--- src/rtl/spi_cfg_slave_pkg.sv ---
// Shared frame geometry and FSM state encoding for the SPI configuration slave.
package spi_cfg_slave_pkg;
    localparam int FRAME_BITS = 16;
    localparam int ADDR_BITS  = 7;
    localparam int DATA_BITS  = 8;
    localparam int CNT_BITS   = $clog2(FRAME_BITS);

    typedef enum logic [1:0] {
        IDLE,
        SHIFT,
        DONE
    } state_e;

    typedef struct packed {
        logic                 wr;
        logic [ADDR_BITS-1:0] addr;
        logic [DATA_BITS-1:0] data;
    } frame_t;
endpackage

--- src/rtl/sync_2ff.sv ---
// Two-flop synchronizer bringing one asynchronous bit into the clk domain.
// Latency: 2 clk cycles. No backpressure; free-running sampler.
// Reset value is a parameter so idle-high lines do not glitch at reset release.
module sync_2ff #(
    parameter logic RST_VAL = 1'b0
) (
    input  logic clk,
    input  logic rst,
    input  logic d,
    output logic q
);
    logic meta_q, meta_d;
    logic sync_q, sync_d;

    always_comb begin
        meta_d = d;
        sync_d = meta_q;
    end

    always_ff @(posedge clk or negedge rst) begin
        if (!rst) begin
            meta_q <= RST_VAL;
            sync_q <= RST_VAL;
        end else begin
            meta_q <= meta_d;
            sync_q <= sync_d;
        end
    end

    assign q = sync_q;
endmodule

--- src/rtl/spi_cfg_slave.sv ---
// SPI mode-0 slave writing 16-bit {wr, addr, data} frames into a config register file.
// Latency: write strobe 1 clk after the 16th synced sample (plus 2-flop sync delay).
// No backpressure: SPI master is free-running; frames arriving too fast are not stalled.
module spi_cfg_slave
    import spi_cfg_slave_pkg::*;
#(
    parameter int                   NUM_REGS  = 8,
    parameter logic [DATA_BITS-1:0] RESET_VAL = 8'h00
) (
    input  logic                          clk,
    input  logic                          rst,
    input  logic                          spi_clk,
    input  logic                          spi_mosi,
    input  logic                          spi_nss,
    output logic [NUM_REGS*DATA_BITS-1:0] cfg_regs,
    output logic                          wr_strobe,
    output logic [ADDR_BITS-1:0]          wr_addr,
    output logic [DATA_BITS-1:0]          wr_data,
    output logic                          frame_err
);
    localparam logic [CNT_BITS-1:0] CNT_LAST = CNT_BITS'(FRAME_BITS - 1);

    logic sclk_s, mosi_s, nss_s;

    sync_2ff #(.RST_VAL(1'b0)) u_sync_sclk (.clk(clk), .rst(rst), .d(spi_clk),  .q(sclk_s));
    sync_2ff #(.RST_VAL(1'b0)) u_sync_mosi (.clk(clk), .rst(rst), .d(spi_mosi), .q(mosi_s));
    sync_2ff #(.RST_VAL(1'b1)) u_sync_nss  (.clk(clk), .rst(rst), .d(spi_nss),  .q(nss_s));

    state_e                state_q, state_d;
    logic [CNT_BITS-1:0]   cnt_q, cnt_d;
    logic [FRAME_BITS-1:0] shift_q, shift_d;
    logic                  sclk_prev_q, sclk_prev_d;
    logic                  nss_prev_q, nss_prev_d;
    logic                  wr_strobe_q, wr_strobe_d;
    logic                  frame_err_q, frame_err_d;
    logic [ADDR_BITS-1:0]  wr_addr_q, wr_addr_d;
    logic [DATA_BITS-1:0]  wr_data_q, wr_data_d;
    logic [DATA_BITS-1:0]  regs_q [NUM_REGS];
    logic [DATA_BITS-1:0]  regs_d [NUM_REGS];

    logic   sample, nss_fall;
    frame_t frame_nxt;

    // An edge coinciding with nss rising is dropped because nss_s is already high.
    assign sample    = sclk_s && !sclk_prev_q && !nss_s;
    assign nss_fall  = nss_prev_q && !nss_s;
    assign frame_nxt = frame_t'({shift_q[FRAME_BITS-2:0], mosi_s});

    always_comb begin
        state_d     = state_q;
        cnt_d       = cnt_q;
        shift_d     = shift_q;
        sclk_prev_d = sclk_s;
        nss_prev_d  = nss_s;
        wr_strobe_d = 1'b0;
        frame_err_d = 1'b0;
        wr_addr_d   = wr_addr_q;
        wr_data_d   = wr_data_q;
        regs_d      = regs_q;

        case (state_q)
            IDLE: begin
                if (nss_fall) begin
                    state_d = SHIFT;
                    cnt_d   = '0;
                    shift_d = '0;
                end
            end
            SHIFT: begin
                if (nss_s) begin
                    state_d     = IDLE;
                    frame_err_d = 1'b1;
                end else if (sample) begin
                    shift_d = frame_nxt;
                    cnt_d   = cnt_q + 1'b1;
                    if (cnt_q == CNT_LAST) begin
                        state_d = DONE;
                        if (frame_nxt.wr) begin
                            if (int'(frame_nxt.addr) < NUM_REGS) begin
                                wr_strobe_d = 1'b1;
                                wr_addr_d   = frame_nxt.addr;
                                wr_data_d   = frame_nxt.data;
                            end else begin
                                frame_err_d = 1'b1;
                            end
                        end
                    end
                end
            end
            DONE: begin
                if (nss_s) begin
                    state_d = IDLE;
                end
            end
            default: state_d = IDLE;
        endcase

        for (int k = 0; k < NUM_REGS; k++) begin
            if (wr_strobe_d && (wr_addr_d == ADDR_BITS'(k))) begin
                regs_d[k] = wr_data_d;
            end
        end
    end

    always_ff @(posedge clk or negedge rst) begin
        if (!rst) begin
            state_q     <= IDLE;
            cnt_q       <= '0;
            shift_q     <= '0;
            sclk_prev_q <= 1'b0;
            nss_prev_q  <= 1'b1;
            wr_strobe_q <= 1'b0;
            frame_err_q <= 1'b0;
            wr_addr_q   <= '0;
            wr_data_q   <= '0;
            for (int k = 0; k < NUM_REGS; k++) begin
                regs_q[k] <= RESET_VAL;
            end
        end else begin
            state_q     <= state_d;
            cnt_q       <= cnt_d;
            shift_q     <= shift_d;
            sclk_prev_q <= sclk_prev_d;
            nss_prev_q  <= nss_prev_d;
            wr_strobe_q <= wr_strobe_d;
            frame_err_q <= frame_err_d;
            wr_addr_q   <= wr_addr_d;
            wr_data_q   <= wr_data_d;
            regs_q      <= regs_d;
        end
    end

    for (genvar g = 0; g < NUM_REGS; g++) begin : g_flat
        assign cfg_regs[g*DATA_BITS +: DATA_BITS] = regs_q[g];
    end

    assign wr_strobe = wr_strobe_q;
    assign frame_err = frame_err_q;
    assign wr_addr   = wr_addr_q;
    assign wr_data   = wr_data_q;
endmodule

--- config.mk ---
export PLATFORM = sky130hd
export DESIGN_NAME = spi_cfg_slave
export DESIGN_NICKNAME = d
export VERILOG_FILES = /design/src/rtl/spi_cfg_slave_pkg.sv /design/src/rtl/sync_2ff.sv /design/src/rtl/spi_cfg_slave.sv
export SDC_FILE = /design/constraint.sdc
export NUM_CORES = 1
export LEC_CHECK = 0
export ABC_AREA = 1
export CAP_MARGIN = 0
export CORE_ASPECT_RATIO = 1.2
export CORE_MARGIN = 3
export CORE_UTILIZATION = 47
export DETAILED_ROUTE_END_ITERATION = 6
export HOLD_SLACK_MARGIN = 0.08
export PLACE_DENSITY = 0.75
export SETUP_SLACK_MARGIN = 0.2
export SYNTH_ARGS = -nofsm -noshare
export SYNTH_HDL_FRONTEND = slang
export SYNTH_SLANG_ARGS = --single-unit
--- constraint.sdc ---
create_clock -name clk -period 1.64 [get_ports clk]
set_clock_uncertainty 0.05 [all_clocks]
set_input_delay 0.328 -clock clk [delete_from_list [all_inputs] [get_ports clk]]
set_output_delay 0.328 -clock clk [all_outputs]
set_load 0.01 [all_outputs]
==> Flow_metrics.wiki, run 1 <==
{| class="wikitable"
! Metric !! Value
|-
| Post-synthesis sequential element count || 110
|-
| Overall die width || approximately 96 um
|-
| Slew headroom || 0.674
|-
| Syn Std Cell Area || 4590 um^2
|-
| DIE AREA || around 11000 um^2
|-
| Gate count of the mapped netlist || 461
|-
| Largest net degree at the start of global routing || 35
|-
| Start-to-end type of the worst setup path || flop to flop
|-
| Count of cell types in the netlist || 31
|-
| Setup slack after placement || -0.268 ns
|-
| DR pass1 iterations || 6
|-
| Pwr Density || 894 nW/um^2
|-
| Antenna violations before repair || 0
|-
| Core region area || 9270 um^2
|-
| Startpoint of the lowest-slack hold path || u_sync_sclk.meta_q
|-
| Worst min path class || flop to flop
|-
| Tot Pwr || around 6.8 mW
|-
| Final Max Slew Viols || 0
|-
| Crit Reg-Reg Startpoint || shift_q[10]
|-
| Yosys top cell by area || dfrtp_1
|-
| Register-to-register setup slack || -0.45 ns
|-
| Fraction of the mapped netlist area in compound gates || 0.0333
|-
| Sw power || 2.14 mW
|-
| Final HPWL DP || around 8400 um
|-
| Worst-case reg-to-reg path depth || 10
|-
| Top-area cell type share of the netlist area || 0.584
|-
| Required time of the worst setup path || 1.86 ns
|-
| Commonest register cell after synthesis || dfrtp_1
|-
| FILL cells || 480
|-
| Fraction of layout instances using a drive strength above 1 || 0.466
|-
| Number of H-tree branching levels || 3
|-
| Main area contributors after synthesis || dfrtp_1 (58%), nand2_1 (13%), nand4_1 (10%)
|-
| Cells along the critical path || nor2_1 > nand2_2 > nor2_4 > nand3_4 > buf_6 > nor2_4 > buf_6 > nand3_4 > nand2_2 > nand2_1
|-
| Last weighted congestion value of the routability-driven placer || 0.930
|-
| Die outline height || 114 um
|-
| Synthesis-to-finish area growth || 65.0%
|-
| Logic gate share of total power || 0.293
|-
| Max Root-Sink Buffers || 2
|-
| Hold Slack || 0.307 ns
|-
| Residual antenna-violating net count after detailed routing || 0
|-
| Share of synthesized cell area in and, or, nand and nor gates || 0.302
|-
| Clock Latency Late Sink || 0.38 ns
|-
| Buffers plus inverters on the worst setup path || 2
|-
| Final Routed Wirelength || 18300 um
|-
| Portion of total power attributed to sequential cells || 0.427
|-
| Drt first-iter violations || 491
|-
| Final nets || 698
|-
| Inserted Clock Buffers || 9
|-
| Sum of overflow across all layers after global routing || 0
|-
| Top achievable clock speed || 478 MHz
|-
| CP Data Arrival Time || 2.31 ns
|-
| Switching part of the total power || 0.317
|-
| Portion of total power attributed to the clock network || 0.279
|-
| Main combinational cell family by area after synthesis || simple AND/OR/NAND/NOR gates
|-
| Number of rows in the core area || 38
|-
| Result of the run || finished with violations
|-
| Maximum VDD drop || 0.593 mV
|-
| TritonCTS clock tree || yes
|-
| Count of antenna diodes in the layout || 0
|-
| Most frequent cells in the layout || nand2_1 (112), dfrtp_1 (106), buf_4 (106)
|-
| Cell depth of the worst setup path || 10
|-
| Internal Dissipation || 4.62 mW
|-
| PortBufs || 85
|-
| Synthesized net count || around 470
|-
| Fin crit period || 2.09 ns
|-
| Number of global-route vias before repair || 4817
|-
| CP Launch Type || flop
|-
| Crit Path Max Fanout || 8
|-
| Post-synthesis adder-cell area fraction || 0.00273
|-
| Max-cap viol count || 0
|-
| Starting density of the core || 0.495
|-
| Total routing usage reported by global routing || 0.314
|-
| Via count || between 4000 and 5000
|-
| Critical-path top delay cell || dfrtp_1
|-
| Via-to-Cell Ratio || 6.04
|-
| First-pass GRT wire length || about 26000 um
|-
| Hold Fails Final Rpt || 0
|-
| Clock-pin transition on the worst setup and hold timing paths || 0.11 ns
|-
| Share of cell area taken by muxes after synthesis || 0.00218
|-
| Worst setup path start || shift_q[10]
|-
| Count of clock tree sinks || 110
|-
| Critical Path End Type || flop
|-
| Violated checks || negative setup slack
|-
| Synthesized area per cell || 9.95 um^2
|-
| Area share of xor/xnor cells in the synthesized design || 0.00382
|-
| Worst stage delay on the critical path || 0.42 ns
|-
| Post-route DRC || 0
|-
| Proportion of synthesized chip area in sequential cells || 0.601
|-
| Largest delay contributor family on the critical path || simple AND/OR/NAND/NOR gates
|-
| R2R Path End || cfg_regs[56]
|-
| Post-layout worst setup margin || -0.451 ns
|-
| Post-synth EDFFs || 0
|-
| Routed len/inst || 22.4 um
|-
| Yosys warns || 0
|-
| Async set or reset register ratio after synthesis || 1.00
|-
| Slew at the pin closest to its max-slew limit || about 0.49 ns
|-
| Static leakage power || 3.87 nW
|-
| Root buf cell || clkbuf_8
|-
| RSZ-0062 raised after global routing || true
|-
| Crit path to || cfg_regs[56]
|-
| Ports || 86
|-
| Endpoints failing setup || 92
|-
| Final critical-path share of the clock period || 1.28
|-
| Most common cell after layout, fill and taps aside || nand2_1
|}
power by group through the flow:
stage	sequential, mW	combinational [mW]	clock [mW]
5_1_grt	2.90	2.05	1.99
3_5_place_dp	2.92	0.774	0
4_1_cts	2.88	1.57	1.86
3_3_place_gp	2.91	0.751	0
2_1_floorplan	2.92	0.425	0
6_report	2.89	1.98	1.89
synth_stat cells (2+ instances only):
library cell / count
buf_2: 16
buf_4: 8
dfrtp_1: 107
dfstp_2: 3
inv_1: 28
inv_2: 2
nand2_1: 157
nand2_2: 6
nand2_4: 3
nand3_1: 4
nand3_2: 10
nand4_1: 74
nand4_2: 2
nor2_1: 5
nor2_4: 2
nor2_8: 2
o21ai_0: 4
o22ai_1: 14
o31ai_1: 2
worst min path at each step:
stage                         end  slack (ns)  cells past startpoint
6_report            u_sync_sclk.q        0.31                      0
5_1_grt         u_sync_nss.meta_q        0.30                      1
4_1_cts         u_sync_nss.meta_q        0.30                      1
3_5_place_dp   u_sync_sclk.meta_q        0.27                      1
3_3_place_gp   u_sync_sclk.meta_q        0.26                      1
2_1_floorplan         cfg_regs[0]       -0.02                      0
logic make-up after synthesis:
group | Yosys count
adders and majority gates | 1
buffers and inverters | 54
muxes | 1
DFF | 110
and+or+nand+nor | 269
xor gates and xnor gates | 2
AOI/OAI and AO/OA | 24
layer usage:
metal	GRT usage	vias up	share of wire
met3	0.0736	118	0.088
met1	0.394	2383	0.36
met2	0.511	392	0.49
met4	0.145	0	0.070
li1	-	2044	-
met5	0	-	0
registers in the layout, indices dropped and copies added, names as in the netlist:
signal              count
u_sync_nss.meta_q       1
shift_q                15
wr_strobe               1
u_sync_mosi.meta_q      1
cfg_regs               64
sclk_prev_q             1
wr_data                 8
frame_err               1
u_sync_sclk.q           1
nss_prev_q              1
u_sync_sclk.meta_q      1
wr_addr                 7
u_sync_nss.q            1
state_q                 2
u_sync_mosi.q           1
cnt_q                   4
stage by stage:
| stage | instances | instance area, um^2 | util | TNS, ns |
|---|---|---|---|---|
| finish | 817 | 7570 | 0.816 | -29.88 |
| floorplan | 461 | 4710 | - | -0.832 |
| global route | 817 | 7570 | 0.816 | -34.61 |
| global placement | 710 | 6130 | 0.662 | -10.54 |
| detailed placement | 710 | 6130 | 0.662 | -14.77 |
| CTS | 786 | 7340 | 0.792 | -12.97 |
area by class of cell:
cell class	count	area (um^2)	area share
multi-input combinational	301	2150	0.284
timing repair buffer	240	2160	0.286
clock inverter	7	105	0.0139
sequential	110	2760	0.364
clock buffer	9	124	0.0164
tap	120	150	0.0198
inverter	30	118	0.0155
timing repair:
| item | CTS | global route |
|---|---|---|
| pin swaps | 35 | 27 |
| cloned | 7 | 0 |
| resized for setup | 235 | 113 |
| buffers inserted | 52 | 31 |
| hold endpoints to repair | 27 | 0 |
| setup endpoints to repair | 181 | 160 |
| hold buffers | 1 | 0 |
worst reg2reg max path, cell delays in order, from the launching register on:
cell     delay (ns)
dfrtp_1        0.42
nor2_1         0.18
nand2_2        0.11
nor2_4         0.22
nand3_4        0.19
buf_6          0.21
nor2_4         0.12
buf_6          0.15
nand3_4        0.16
nand2_2        0.11
nand2_1        0.06
(Power assumes the default switching activity.)
==> inputs of run 2 (changes only) <==
PLACE_DENSITY = unset   (was 0.75)
PLACE_DENSITY_LB_ADDON = 0.2   (was unset)
==> run 2 against run 1 <==
Register-to-register slack improved by 0.12 ns. The flow still finishes with violations (negative setup slack). Sequential cell count is the same. Sequential share of layout area rose by 0.79 points. Final cell count fell by 2.7%. Critical path depth decreased by 1. First-iteration DRC count is 29% lower. Sequential power hardly changed. Die area stayed put. Worst hold slack got worse by 0.096 ns. Clock power fell by 14%. Wire length is 11% lower.
==> Flow_metrics.wiki, run 2 (same netlist as run 1, synthesis figures left out) <==
{| class="wikitable"
! Metric !! Value
|-
| Result of the run || finished with violations
|-
| Violated checks || negative setup slack
|-
| R2R Path End || cfg_regs[45]
|-
| Antenna violations before repair || 0 (unchanged)
|-
| Flip-flop count of the largest register, all copies and words added || 64 (unchanged)
|-
| Last weighted congestion value of the routability-driven placer || 0.857 (-7.8%)
|-
| Final nets || 676 (-3.2%)
|-
| Cell area after layout || 7410 um^2 (-2.1%)
|-
| RSZ-0062 raised after global routing || true
|-
| Endpoints failing setup || 81 (-12%)
|-
| Critical-path top delay cell || dfrtp_1
|-
| Root buf cell || clkbuf_8
|-
| Via count || 4619 (-6.4%)
|-
| Post-layout worst setup margin || -0.335 ns (+0.116 ns)
|-
| Sum of overflow across all layers after global routing || 0 (unchanged)
|-
| Critical Path End Type || flop
|-
| Cells along the critical path || nor2_2 > nand2_2 > nor2_4 > buf_6 > nand4_1 > nand2_2 > nand3_4 > nand2_1 > nand2_1
|-
| TritonCTS clock tree || yes
|-
| Largest net degree at the start of global routing || 64 (+83%)
|-
| Crit Reg-Reg Startpoint || shift_q[10]
|-
| Crit Path Max Fanout || 8 (unchanged)
|-
| Slew at the pin closest to its max-slew limit || 0.339 ns (-0.150 ns)
|-
| Top layer used by detailed routing || met4
|-
| Post-route DRC || 0 (unchanged)
|-
| Placed Instances || 699 (-1.5%)
|-
| CP Launch Type || flop
|-
| Inserted Clock Buffers || 9 (unchanged)
|-
| Core region area || 9270 um^2 (unchanged)
|-
| PortBufs || 85 (unchanged)
|-
| Top achievable clock speed || 506 MHz (+5.9%)
|-
| First-pass GRT wire length || 23200 um (-11%)
|-
| Total routing usage reported by global routing || 0.277 (-0.0369)
|-
| Final critical-path share of the clock period || 1.20 (-0.0708)
|-
| Drt first-iter violations || 347 (-29%)
|-
| Final Routed Wirelength || 16300 um (-11%)
|-
| Worst min path class || input port to async pin
|-
| Slew headroom || 0.774 (+0.0998)
|-
| Static leakage power || 3.75 nW (-3.2%)
|-
| Clock-pin transition on the worst setup and hold timing paths || 0.12 ns (about the same)
|-
| Pwr Density || 801 nW/um^2 (-10%)
|-
| DR pass1 iterations || 7 (+1)
|-
| Cell Area, Placed || 5990 um^2 (-2.4%)
|-
| Hold Fails Final Rpt || 0 (unchanged)
|-
| Worst stage delay on the critical path || 0.43 ns (about the same)
|-
| Clock Latency Late Sink || 0.39 ns (about the same)
|-
| Sum of met2 wire segment lengths after detailed routing || 8290 um (-6.7%)
|-
| Ports || 86 (unchanged)
|-
| Count of clock tree sinks || 110 (unchanged)
|-
| Number of rows in the core area || 38 (unchanged)
|-
| Max-cap viol count || 0 (unchanged)
|-
| Number of global-route vias before repair || 4481 (-7.0%)
|-
| Hold Slack || 0.210 ns (-0.0965 ns)
|-
| Start-to-end type of the worst setup path || flop to flop
|-
| Starting density of the core || 0.495 (unchanged)
|-
| Max Root-Sink Buffers || 2 (unchanged)
|-
| Count of antenna diodes in the layout || 0 (unchanged)
|-
| Tot Pwr || 5.94 mW (-12%)
|-
| Total length of routed met3 wires || 1260 um (-22%)
|-
| Register-to-register setup slack || -0.34 ns (+0.12 ns)
|-
| Residual antenna-violating net count after detailed routing || 0 (unchanged)
|-
| Number of H-tree branching levels || 3 (unchanged)
|-
| Met1 Wirelength || 6030 um (-7.6%)
|-
| CP Data Arrival Time || 2.20 ns (-0.11 ns)
|-
| Final HPWL DP || 8240 um (-2.0%)
|-
| Overall die width || 96.2 um (unchanged)
|-
| DIE AREA || 11000 um^2 (unchanged)
|-
| Die outline height || 114 um (unchanged)
|-
| Maximum VDD drop || 0.491 mV (-17%)
|-
| Via-to-Cell Ratio || 5.81 (-3.9%)
|-
| FILL cells || 508 (+5.8%)
|-
| Final Max Slew Viols || 0 (unchanged)
|-
| Fraction of layout instances using a drive strength above 1 || 0.431 (-0.0352)
|-
| Worst-case reg-to-reg path depth || 9 (-1)
|-
| Routed len/inst || 20.6 um (-8.3%)
|-
| Most frequent cells in the layout || nand2_1 (112), dfrtp_1 (105), buf_4 (94)
|-
| Synthesis-to-finish area growth || 61.5%
|-
| Fin cells || 795 (-2.7%)
|-
| Required time of the worst setup path || 1.87 ns (about the same)
|-
| Fin crit period || 1.98 ns (-0.116 ns)
|-
| Most common cell after layout, fill and taps aside || nand2_1
|}
==> run 2: cell count changes in the layout (fill, tap and decap cells not counted), moves of 3 or more <==
cell / delta
clkbuf_2: -16
clkdlybuf4s15_1: +16
buf_4: -12
buf_12: -10
buf_6: -10
nand2_8: +10
inv_1: -6
inv_2: +5
o22ai_4: -5
buf_8: +4
clkbuf_16: +3
nand2_2: -3
o22ai_2: +3
==> run 2: layout make-up <==
type / count / area, um^2 / share of cell area
inverter: 30 / 118 / 0.0159
multi-input combinational: 305 / 2260 / 0.305
timing repair buffer: 214 / 1950 / 0.263
tap: 120 / 150 / 0.0203
sequential: 110 / 2760 / 0.372
clock buffer: 9 / 124 / 0.0167
clock inverter: 7 / 55.1 / 0.00743
==> run 2: how the worst max path moves through the flow <==
stage	startpoint	end	slack, ns	cells past startpoint
after floorplan	cnt_q[0]	cfg_regs[31]	-0.02	9
after global placement	cnt_q[1]	cfg_regs[62]	-0.18	9
after detailed placement	cnt_q[1]	cfg_regs[32]	-0.22	10
after CTS	cnt_q[0]	cfg_regs[58]	-0.23	9
after global routing	shift_q[10]	cfg_regs[45]	-0.41	10
final	shift_q[10]	cfg_regs[45]	-0.34	9
==> run 2: where the power goes <==
| group | switching [mW] | internal [mW] |
|---|---|---|
| Clock | 1.04 | 0.574 |
| Combinational | 0.800 | 0.625 |
| Sequential | 0.0831 | 2.81 |
==> run 2: critical path: cells and delay by family, from the launching register on <==
| family | cells | cell delay, ns |
|---|---|---|
| and+or+nand+nor | 8 | 1.24 |
| DFF | 1 | 0.43 |
| buffers and inverters | 1 | 0.13 |
==> run 2: metal layers <==
metal | up-vias | track usage
li1 | 1997 | -
met1 | 2296 | 0.363
met2 | 252 | 0.448
met3 | 74 | 0.0585
met4 | 0 | 0.110
met5 | - | 0
==> run 2: timing repair <==
item,CTS,global route
buffers inserted,41,27
hold buffers,1,0
gates resized for setup,221,132
endpoints found under the hold margin,107,0
endpoints found under the setup margin,182,161
pin swaps,29,46
cloned,7,4
==> run 2: per-stage QoR <==
stage,setup TNS (ns),setup slack [ns],utilization
2_1_floorplan,-0.832,-0.0200,-
3_3_place_gp,-8.62,-0.185,0.646
3_5_place_dp,-12.30,-0.225,0.646
4_1_cts,-12.37,-0.228,0.747
5_1_grt,-26.67,-0.412,0.799
6_report,-20.48,-0.335,0.799
==> inputs of run 3 (changes only) <==
CELL_PAD_IN_SITES_DETAIL_PLACEMENT = 1   (was unset)
CELL_PAD_IN_SITES_GLOBAL_PLACEMENT = 1   (was unset)
CORE_UTILIZATION = 36   (was 47)
PLACE_DENSITY = 0.83   (was unset)
PLACE_DENSITY_LB_ADDON = unset   (was 0.2)
==> run 3 against run 2 <==
Total power rose by 21%. First-iteration DRC count is 24% higher. Fmax fell by 12%. Largest cell class unchanged. Worst setup slack got worse by 0.26 ns. Highest routed layer unchanged. Utilization down 16 points. Final area rose by 6.7%. Wire length increased by 47%. Global-route usage up 2.4 points. Via count is 7.5% higher. The flow still finishes with violations (negative setup slack).
==> Flow_metrics.wiki, run 3 (same netlist as run 1, synthesis figures left out) <==
{| class="wikitable"
! Metric !! Value
|-
| Ports || 86 (unchanged)
|-
| Start-to-end type of the worst setup path || flop to flop
|-
| Worst-case reg-to-reg path depth || 10 (+1)
|-
| Routed len/inst || 28.5 um (+39%)
|-
| Violated checks || negative setup slack
|-
| Count of clock tree sinks || 110 (unchanged)
|-
| Final Routed Wirelength || 24000 um (+47%)
|-
| Required time of the worst setup path || 1.87 ns (about the same)
|-
| Endpoints failing setup || 101 (+25%)
|-
| Maximum VDD drop || 0.718 mV (+46%)
|-
| Number of H-tree branching levels || 3 (unchanged)
|-
| Slew at the pin closest to its max-slew limit || 0.453 ns (+0.114 ns)
|-
| Result of the run || finished with violations
|-
| FILL cells || 1253 (+150%)
|-
| Number of cells traversed by the worst hold path || 0
|-
| Via-to-Cell Ratio || 5.90 (+1.5%)
|-
| Crit Path Max Fanout || 11 (+3)
|-
| Final critical-path share of the clock period || 1.36 (+0.160)
|-
| Critical-path top delay cell || dfrtp_1
|-
| Fin crit period || 2.24 ns (+0.262 ns)
|-
| Number of rows in the core area || 44 (+16%)
|-
| CP Data Arrival Time || 2.47 ns (+0.27 ns)
|-
| Sw power || 2.24 mW (+16%)
|-
| Most frequent cells in the layout || dfrtp_1 (104), nand2_1 (99), buf_4 (85)
|-
| Starting density of the core || 0.374 (-0.121)
|-
| PortBufs || 85 (unchanged)
|-
| Core region area || 12300 um^2 (+32%)
|-
| Clock Latency Late Sink || 0.37 ns (-0.02 ns)
|-
| Hold Fails Final Rpt || 0 (unchanged)
|-
| Internal Dissipation || 4.95 mW (+23%)
|-
| Final HPWL DP || 10300 um (+24%)
|-
| Drt first-iter violations || 429 (+24%)
|-
| Top achievable clock speed || 447 MHz (-12%)
|-
| Portion of total power attributed to the clock network || 0.340 (+0.068)
|-
| Overall die width || 109 um (+13%)
|-
| Fraction of layout instances using a drive strength above 1 || 0.430 (-0.000861)
|-
| Static leakage power || 3.96 nW (+5.5%)
|-
| Cell depth of the worst setup path || 10 (+1)
|-
| Cell area after layout || 7910 um^2 (+6.7%)
|-
| Portion of total power attributed to sequential cells || 0.403 (-0.084)
|-
| Switching part of the total power || 0.312 (-0.0127)
|-
| Flip-flop count of the largest register, all copies and words added || 64 (unchanged)
|-
| Post-route DRC || 0 (unchanged)
|-
| Setup TNS after final layout || -43.68 ns (-23.20 ns)
|-
| Via count || 4967 (+7.5%)
|-
| Slew headroom || 0.698 (-0.0766)
|-
| Hold Slack || 0.309 ns (+0.0985 ns)
|-
| Max-cap viol count || 0 (unchanged)
|-
| Pwr Density || 909 nW/um^2 (+14%)
|-
| Clock-pin transition on the worst setup and hold timing paths || 0.08 ns (-0.04 ns)
|-
| Sum of overflow across all layers after global routing || 0 (unchanged)
|-
| Inserted Clock Buffers || 9 (unchanged)
|-
| Antenna violations before repair || 0 (unchanged)
|-
| Worst min path class || flop to flop
|-
| Number of global-route vias before repair || 5188 (+16%)
|-
| CP Launch Type || flop
|-
| Cell Area, Placed || 6030 um^2 (+0.73%)
|-
| Largest net degree at the start of global routing || 48 (-25%)
|-
| Last weighted congestion value of the routability-driven placer || 0.844 (-1.6%)
|-
| Count of antenna diodes in the layout || 0 (unchanged)
|-
| Post-layout worst setup margin || -0.598 ns (-0.262 ns)
|-
| Largest delay contributor family on the critical path || simple AND/OR/NAND/NOR gates
|-
| TritonCTS clock tree || yes
|-
| Cells along the critical path || nor2_1 > nand2_2 > nor2_4 > buf_6 > nand4_1 > nand2_2 > buf_12 > buf_4 > nand4_1 > nand2_1
|-
| Final nets || 682 (+0.89%)
|-
| Critical Path End Type || flop
|-
| Total routing usage reported by global routing || 0.301 (+0.0239)
|-
| Max Root-Sink Buffers || 2 (unchanged)
|-
| Root buf cell || clkbuf_16
|-
| Most common cell after layout, fill and taps aside || dfrtp_1
|-
| Residual antenna-violating net count after detailed routing || 0 (unchanged)
|-
| Die outline height || 130 um (+14%)
|-
| First-pass GRT wire length || 31300 um (+35%)
|-
| DIE AREA || 14100 um^2 (+29%)
|-
| Logic gate share of total power || 0.257 (+0.017)
|-
| Synthesis-to-finish area growth || 72.4%
|-
| RSZ-0062 raised after global routing || true
|-
| Worst stage delay on the critical path || 0.43 ns (about the same)
|-
| DR pass1 iterations || 5 (-2)
|-
| Buffers plus inverters on the worst setup path || 3 (+2)
|-
| Final Max Slew Viols || 0 (unchanged)
|}
run 3: layout make-up:
type                    instances  area (um^2)  area share
flip-flops and latches        110         2760       0.349
multi-input cells             307         2400       0.304
repair buffers                218         2100       0.265
clock buffers                  13          280      0.0354
well taps                     161          201      0.0255
inverters                      30          120      0.0152
clock inverters                 3         47.5     0.00601
run 3: final timing paths:
path | start | endpoint | slack (ns)
worst max register to register | shift_q[10] | cfg_regs[54] | -0.60
worst min-delay path | u_sync_nss.meta_q | u_sync_nss.q | 0.31
worst max-delay path | shift_q[10] | cfg_regs[54] | -0.60
worst min register to register | u_sync_nss.meta_q | u_sync_nss.q | 0.31
min in group asynchronous | rst | wr_data[5] | 0.37
max in group asynchronous | rst | cfg_regs[2] | 0.57
run 3: power groups by stage:
stage / combinational, mW / clock (mW) / sequential, mW
after floorplan: 0.425 / 0 / 2.92
after detailed placement: 0.827 / 0 / 2.92
final: 1.85 / 2.45 / 2.90
after CTS: 1.49 / 2.42 / 2.88
after global placement: 0.756 / 0 / 2.91
after global routing: 1.90 / 2.59 / 2.91
run 3: worst reg2reg max path, cell delays in order (launching register included):
cell	delay [ns]
dfrtp_1	0.43
nor2_1	0.23
nand2_2	0.12
nor2_4	0.19
buf_6	0.18
nand4_1	0.20
nand2_2	0.16
buf_12	0.17
buf_4	0.14
nand4_1	0.18
nand2_1	0.12
run 3: metal layers:
metal  track usage  share of wire
met5             0              0
met3        0.0698          0.065
met1         0.331           0.35
met4         0.163          0.077
met2         0.534           0.51
run 3: timing repair:
item                                    in CTS  in global routing
setup buffers                               35                 36
endpoints found under the setup margin     182                147
hold endpoints to repair                    21                  0
hold buffers                                 1                  0
cloned                                      12                  3
pin swaps                                   28                 38
gates resized for setup                    228                114
run 3: through the flow:
stage	total power, mW	worst slack (ns)	cells	utilization
5_1_grt	7.39	-0.701	842	0.644
3_5_place_dp	3.75	-0.333	739	0.491
4_1_cts	6.79	-0.292	803	0.594
3_3_place_gp	3.67	-0.205	739	0.491
2_1_floorplan	3.34	-0.0200	461	-
6_report	7.19	-0.598	842	0.644
